### src/rtl/ram_requester.sv
// Initiator-side controller for a byte-addressed RAM: byte/half/word loads and stores over a
// valid/ready handshake, with sub-word stores performed as read-modify-write of a 4-byte word.
module ram_requester #(
  parameter int unsigned RAM_BYTES = 65536
) (
  input  logic        clk,
  input  logic        reset,
  input  logic        req_valid,
  output logic        req_ready,
  input  logic        req_write,
  input  logic [1:0]  req_size,
  input  logic        req_signed,
  input  logic [31:0] req_addr,
  input  logic [31:0] req_wdata,
  output logic        resp_valid,
  output logic        resp_error,
  output logic [31:0] resp_rdata,
  output logic [31:0] ram_address,
  output logic        ram_write_enable,
  output logic [31:0] ram_write_value,
  input  logic [31:0] ram_read_value
);

  typedef enum logic [2:0] {
    S_IDLE,
    S_READ,
    S_WAIT,
    S_WRITE,
    S_RESP
  } state_t;

  localparam logic [31:0] LAST_ADDR = 32'(RAM_BYTES - 4);

  state_t      r_state;
  state_t      w_next;
  logic        r_write;
  logic [1:0]  r_size;
  logic        r_signed;
  logic [31:0] r_addr;
  logic [15:0] r_wdata;
  logic        r_err;
  logic [31:0] r_wbuf;
  logic [31:0] r_rdata;

  logic        w_accept;
  logic        w_req_err;
  logic        w_word_store;
  logic [31:0] w_ext;
  logic [31:0] w_merge;

  assign w_accept     = req_valid && (r_state == S_IDLE);
  assign w_word_store = req_write && (req_size == 2'd2);

  // The address being checked here is the one latched on this same edge.
  always_comb begin
    w_req_err = 1'b0;
    if (req_size == 2'd3)                          w_req_err = 1'b1;
    if ((req_size == 2'd1) && req_addr[0])         w_req_err = 1'b1;
    if ((req_size == 2'd2) && (req_addr[1:0] != 2'b00)) w_req_err = 1'b1;
    if (req_addr > LAST_ADDR)                      w_req_err = 1'b1;
  end

  always_comb begin
    w_ext = ram_read_value;
    case (r_size)
      2'd0:    w_ext = {{24{r_signed & ram_read_value[7]}}, ram_read_value[7:0]};
      2'd1:    w_ext = {{16{r_signed & ram_read_value[15]}}, ram_read_value[15:0]};
      default: w_ext = ram_read_value;
    endcase
  end

  always_comb begin
    w_merge = {ram_read_value[31:16], r_wdata[15:0]};
    if (r_size == 2'd0) w_merge = {ram_read_value[31:8], r_wdata[7:0]};
  end

  always_comb begin
    w_next = r_state;
    case (r_state)
      S_IDLE: begin
        if (w_accept) begin
          if (w_req_err)         w_next = S_RESP;
          else if (w_word_store) w_next = S_WRITE;
          else                   w_next = S_READ;
        end
      end
      S_READ:  w_next = S_WAIT;
      S_WAIT:  w_next = r_write ? S_WRITE : S_RESP;
      S_WRITE: w_next = S_RESP;
      S_RESP:  w_next = S_IDLE;
      default: w_next = S_IDLE;
    endcase
  end

  always_ff @(posedge clk or negedge reset) begin
    if (!reset) r_state <= S_IDLE;
    else        r_state <= w_next;
  end

  always_ff @(posedge clk or negedge reset) begin
    if (!reset) begin
      r_write  <= 1'b0;
      r_size   <= '0;
      r_signed <= 1'b0;
      r_addr   <= '0;
      r_wdata  <= '0;
      r_err    <= 1'b0;
      r_wbuf   <= '0;
      r_rdata  <= '0;
    end else begin
      if (w_accept) begin
        r_write  <= req_write;
        r_size   <= req_size;
        r_signed <= req_signed;
        r_addr   <= req_addr;
        r_wdata  <= req_wdata[15:0];
        r_err    <= w_req_err;
        r_rdata  <= '0;
        if (w_word_store && !w_req_err) r_wbuf <= req_wdata;
      end
      if (r_state == S_WAIT) begin
        if (r_write) r_wbuf  <= w_merge;
        else         r_rdata <= w_ext;
      end
    end
  end

  assign req_ready        = (r_state == S_IDLE);
  assign resp_valid       = (r_state == S_RESP);
  assign resp_error       = (r_state == S_RESP) && r_err;
  assign resp_rdata       = r_rdata;
  assign ram_address      = r_addr;
  assign ram_write_enable = (r_state == S_WRITE);
  assign ram_write_value  = r_wbuf;

endmodule

### config.mk
export PLATFORM = sky130hd
export DESIGN_NAME = ram_requester
export DESIGN_NICKNAME = d
export VERILOG_FILES = /design/src/rtl/ram_requester.sv
export SDC_FILE = /design/constraint.sdc
export NUM_CORES = 1
export LEC_CHECK = 0
export ABC_AREA = 1
export CORE_UTILIZATION = 46
export DETAILED_ROUTE_END_ITERATION = 6
export PLACE_DENSITY = 0.9
export SKIP_CTS_REPAIR_TIMING = 1
export SYNTH_ARGS = -nofsm -noshare
export SYNTH_HDL_FRONTEND = slang
export SYNTH_SLANG_ARGS = --single-unit
### constraint.sdc
create_clock -name clk -period 2.1 [get_ports clk]
set_input_delay 0.21 -clock clk [delete_from_list [all_inputs] [get_ports clk]]
set_output_delay 0.21 -clock clk [all_outputs]
set_load 0.02 [all_outputs]
== After elaboration in Yosys (flattened, before gate mapping) ==
Cells that the tools add are included.

* Bits in writable memories: 0
* Logic and storage cells: 49
* Latch bits: 0
* Memories: 0
* Register bits after elaboration: 120
* Memory bits (read-only): 0
* Input bits: 103

* Mux-type cells: 18
* $lt $le $gt $ge: 1
* Equality and inequality tests: 9
* Bitwise gates (word level): 2
* Reduce and logical (&&, ||, !) cells: 10
* Divide/modulo/power cells: 0
* Multiply operators: 0
* Shift operators: 0
* Add/subtract/negate cells: 0

{| class="wikitable"
|+ Operators by type and width
! cell !! number
|-
| two-way mux 32 bit || 7
|-
| one-hot mux 32 bit (2 select lines) || 1
|-
| greater-than comparator 32 x 16 -> 1 bit, second input constant || 1
|-
| two-way mux 16 bit || 1
|-
| one-hot mux 3 bit (4 select lines) || 1
|-
| two-way mux 3 bit || 3
|-
| equality test 3 x 2 -> 1 bit, second input constant || 2
|-
| logical AND 1 bit || 6
|-
| equality test 2 x 1 -> 1 bit, second input constant || 2
|-
| equality test 2 bit, second input constant || 2
|-
| two-way mux 1 bit || 4
|-
| equality test 3 x 1 -> 1 bit, second input constant || 1
|-
| equality test 3 bit, second input constant || 1
|-
| logical NOT 3 bit || 1
|-
| AND 1 bit || 2
|-
| logical NOT 2 bit || 1
|-
| two-way mux 2 bit || 1
|-
| != test 2 x 1 -> 1 bit, second input constant || 1
|-
| nonzero test 2 bit || 1
|-
| logical NOT 1 bit || 1
|}

== Logic depth before layout (Yosys ltp) ==
* Depth after elaboration: 11
* Depth in mapped cells: 10

== Worst setup path after synthesis ==
Ideal clock, no wire load.

* Path kind: reg2reg
* Start: reg r_state[0]
* End: reg r_wbuf[11], in the netlist ram_write_value[11]
* Slack: 0.661 ns
* Clock period less this slack: 1.439 ns
* Cell stages (with the launch flop): 8
* Path buffers: 1
* Setup time: 0.117 ns
* Data arrival time: 1.321 ns
* Cell sequence: dfrtp_1 -> nor2_1 -> nand2_1 -> nor2_4 -> clkbuf_1 -> nand4_1 -> nand3_1 -> nand2_1

* Cells in the longest elaborated chain, start to end: 5

{| class="wikitable"
|+ RTL lines
! element !! line !! text
|-
| start, declared || 34 || <nowiki>state_t r_state;</nowiki>
|-
| start signal, assigned || 97 || <nowiki>else r_state <= w_next;</nowiki>
|-
| logical NOT 3 bit || 51 || <nowiki>assign w_accept = req_valid && (r_state == S_IDLE);</nowiki>
|-
| logical AND 1 bit || 51 ||
|-
| two-way mux 32 bit || 111 || <nowiki>if (w_accept) begin</nowiki>
|-
| two-way mux 32 bit || 122 || <nowiki>if (r_write) r_wbuf <= w_merge;</nowiki>
|-
| two-way mux 32 bit * || 121 || <nowiki>if (r_state == S_WAIT) begin</nowiki>
|-
| end signal, assigned || 119 || <nowiki>if (w_word_store && !w_req_err) r_wbuf <= req_wdata;</nowiki>
|-
| end signal, assigned || 122 ||
|-
| end, declared || 42 || <nowiki>logic [31:0] r_wbuf;</nowiki>
|}

Every way passes the cells marked *; elsewhere a longest branch is shown, timed or not.
A chain may end at the register's enable or synchronous reset.

== Final worst setup path ==
* Start: reg r_state[0]
* End: out resp_valid

* Cells in the longest elaborated chain, start to end: 1

{| class="wikitable"
|+ RTL lines
! element !! line !! text
|-
| equality test 3 bit || 129 || <nowiki>assign resp_valid = (r_state == S_RESP);</nowiki>
|-
| end, declared || 15 || <nowiki>output logic resp_valid,</nowiki>
|}

No other way between the ends.

==> impl_metrics.csv <==
group,metric,value,unit
outcome,status,"finished clean",
clocking,cts_made_buffers,17,
worst_setup_path,crit_arrival,1.74,ns
detailed_routing,drcViolationCount,0,
power,powerDensity,1100,nW/um^2
layout,stdcell_count,1140,
yosys,ys_warn_count,0,
hold_path,hp-class,"input port to async pin",
power,max-vdd-ir-drop,0.774,mV
power,leakagePower,0.00449,uW
placement,io_buffers,202,
worst_setup_path,timing.critical_path.to,"resp_valid",
yosys,ys_ff_latch,120,
global_route,grt_pass1_wl,28500,microns
clocking,path_clk_slew,0.05,ns
worst_setup_path,reg2reg_depth,7,
clocking,numClockSinks,120,
detailed_routing,drt.antenna.violating_nets,0,
placement,dpl_cell_area,8000,sq um
yosys,synth.avg_cell_area,7.63,sq um
worst_setup_path,crit_start,"r_state[0]$_DFFE_PN0P_",
clocking,clockBufferDepth,2,
sta,grt_setup_unrepaired,"false",
worst_setup_path,crit_type,"flip-flop to output port",
sta,setup_violations,0,
floorplanning,die_h,114,microns
worst_setup_path,required,1.89,ns
yosys,synthCells,761,
layout,multi_input_area,2200,sq um
yosys,synth.yosys.seq_area_share,0.517,
job,cap_violations,0,
global_route,antenna_found_initial,0,
global_route,grt_util_all_layers,0.284,
clocking,clk-insertion-delay-late,0.41,ns
layout,antennaDiodeCount,0,
detailed_routing,wl_per_cell,15.4,microns
yosys,synth_cell_types,24,
placement,place_congestion,0.855,
yosys,syn_area,5800,sq um
clocking,htreeDepth,4,
sta,clock-skew-final,0.00844,ns
sta,worst_pin_slew,0.977,ns
layout,fillCellCount,924,
worst_setup_path,cp_max_fo,5,
floorplanning,start_util,0.477,
detailed_routing,dr.pass1.iters,5,
yosys,synth_nets,864,
detailed_routing,wl,17600,microns
global_route,grt_max_degree,59,
clocking,root_buffer,"clkbuf_16",
sta,fmax,513,MHz
global_route,grt_pass1_vias,5653,
layout,nNetsFinal,1062,
worst_setup_path,reg2reg_to,"r_wdata[8]$_DFFE_PN0P_",
worst_setup_path,r2r_setup_slack,0.25,ns
sta,slew_headroom,0.348,
worst_setup_path,timing.rr.start,"r_state[2]$_DFFE_PN0P_",
floorplanning,rows,40,
layout,final_util,0.713,
detailed_routing,num_vias,5753,
clocking,cts_tree,"yes",
detailed_routing,drt_iter0_drc,473,
sta,hold_viol_final,0,
layout,ff_latch_area,3000,sq um
placement,dp.cells,1107,
placement,dp_hpwl,12100,microns
layout,drive_gt1_frac,0.0638,
floorplanning,fp.dieW,114,microns
layout,area.growth.synth_to_final,49.5,%
floorplanning,core-area,12200,sq um
floorplanning,ioPinCount,203,
worst_setup_path,cp-end-kind,"output port",
floorplanning,die-area,13100,sq um
sta,min_period,1.95,ns
sta,finalCritPeriodShare,0.928,
global_route,grt-ovfl-total,0,
layout,final_cell_area,8680,sq um
sta,slew_violations,0,
detailed_routing,vias_per_cell,5.05,
worst_setup_path,start_kind,"flip-flop",
## per-stage QoR
step	setup WS, ns	hold WS (ns)	TNS, ns	total power [uW]
2_1_floorplan	0.661	-0.0856	0	4900
3_3_place_gp	0.138	0.0863	0	6230
3_5_place_dp	0.0530	0.0874	0	6310
4_1_cts	-0.0276	-0.343	-0.0276	9580
5_1_grt	0.0413	0.210	0	10000
6_report	0.151	0.206	0	9550
## sequential cells by signal, summed over array words and instances (netlist names)
name,cells
ram_address,32
r_size,2
r_write,1
r_wdata,16
r_err,1
r_signed,1
resp_rdata,32
ram_write_value,32
r_state,3
## how the worst min path moves through the flow
stage                                          to  slack, ns  depth (start not counted)
detailed placement  ram_write_value[21]$_DFF_PN0_       0.09                          1
finish              ram_write_value[21]$_DFF_PN0_       0.21                          2
global placement    ram_write_value[21]$_DFF_PN0_       0.09                          1
CTS                 ram_write_value[21]$_DFF_PN0_      -0.34                          1
global route        ram_write_value[21]$_DFF_PN0_       0.21                          2
floorplan                       r_err$_DFFE_PN0P_      -0.09                          0
## cell usage after synthesis
library cell / number / area (sq um)
a21oi_1: 2 / 10.0
a21oi_4: 1 / 16.3
buf_2: 18 / 90.1
buf_6: 7 / 78.8
clkbuf_1: 17 / 63.8
clkinv_1: 1 / 3.75
dfrtp_1: 120 / 3000
inv_1: 97 / 364
inv_2: 2 / 7.51
nand2_1: 318 / 1190
nand2_2: 1 / 6.26
nand3_1: 75 / 375
nand4_1: 32 / 200
nand4_2: 1 / 12.5
nand4_4: 1 / 21.3
nor2_1: 13 / 48.8
nor2_2: 2 / 12.5
nor2_4: 2 / 22.5
nor3_1: 2 / 10.0
nor3b_4: 1 / 18.8
nor4_1: 1 / 6.26
o21ai_0: 36 / 180
o21ai_1: 10 / 50.1
o21ai_2: 1 / 8.76
## layout by cell type, fill, tap and decap left out
cell type | Yosys | layout
clkinvlp_4 | 0 | 3
nor2_4 | 2 | 2
dfrtp_1 | 120 | 120
o21ai_0 | 36 | 36
nor2_1 | 13 | 12
clkbuf_16 | 0 | 17
inv_2 | 2 | 1
clkinv_2 | 0 | 2
nor3b_4 | 1 | 1
dlymetal6s2s_1 | 0 | 3
nand3_1 | 75 | 75
bufinv_16 | 0 | 5
clkbuf_1 | 17 | 2
buf_12 | 0 | 5
nand4_4 | 1 | 1
clkinv_1 | 1 | 1
a21oi_1 | 2 | 2
nand2_1 | 318 | 318
buf_4 | 0 | 14
clkinv_4 | 0 | 2
clkdlybuf4s50_1 | 0 | 198
nand4_1 | 32 | 32
nor2_2 | 2 | 3
inv_1 | 97 | 97
nor3_1 | 2 | 2
a21oi_4 | 1 | 1
nand4_2 | 1 | 1
dlygate4sd3_1 | 0 | 1
o21ai_2 | 1 | 1
clkbuf_8 | 0 | 2
nand2_2 | 1 | 1
o21ai_1 | 10 | 10
nor4_1 | 1 | 1
## routing by layer
metal | wire, microns | track usage | vias to the layer above
li1 | - | - | 2775
met1 | 7250 | 0.367 | 2687
met2 | 8550 | 0.461 | 258
met3 | 1350 | 0.0699 | 33
met4 | 433 | 0.114 | 0
met5 | 0 | 0 | -
## worst max-delay path, stage by stage, from the launching register on
cell             delay [ns]
dfrtp_1                0.42
nor3_1                 0.25
clkdlybuf4s50_1        0.66
## cell families (layout without fill, tap and decap cells)
group | Yosys count | in the layout | share of synthesized area
DFF | 120 | 120 | 0.517
and+or+nand+nor | 449 | 449 | 0.332
AOI/OAI and AO/OA | 50 | 50 | 0.0457
buffers and inverters | 142 | 353 | 0.105
## cell type report
type	count	area share
clock buffer	21	0.0531
tap	168	0.0242
multi-input combinational	499	0.253
timing repair buffer	221	0.258
inverter	100	0.0434
clock inverter	11	0.0225
sequential	120	0.346
## power breakdown
part	internal [uW]	switching [uW]	leakage [uW]
combinational	1300	1790	0.00264
sequential	2890	356	0.00155
clock	2170	1050	0.000309
Note: power is estimated with default switching activity, not from simulation.
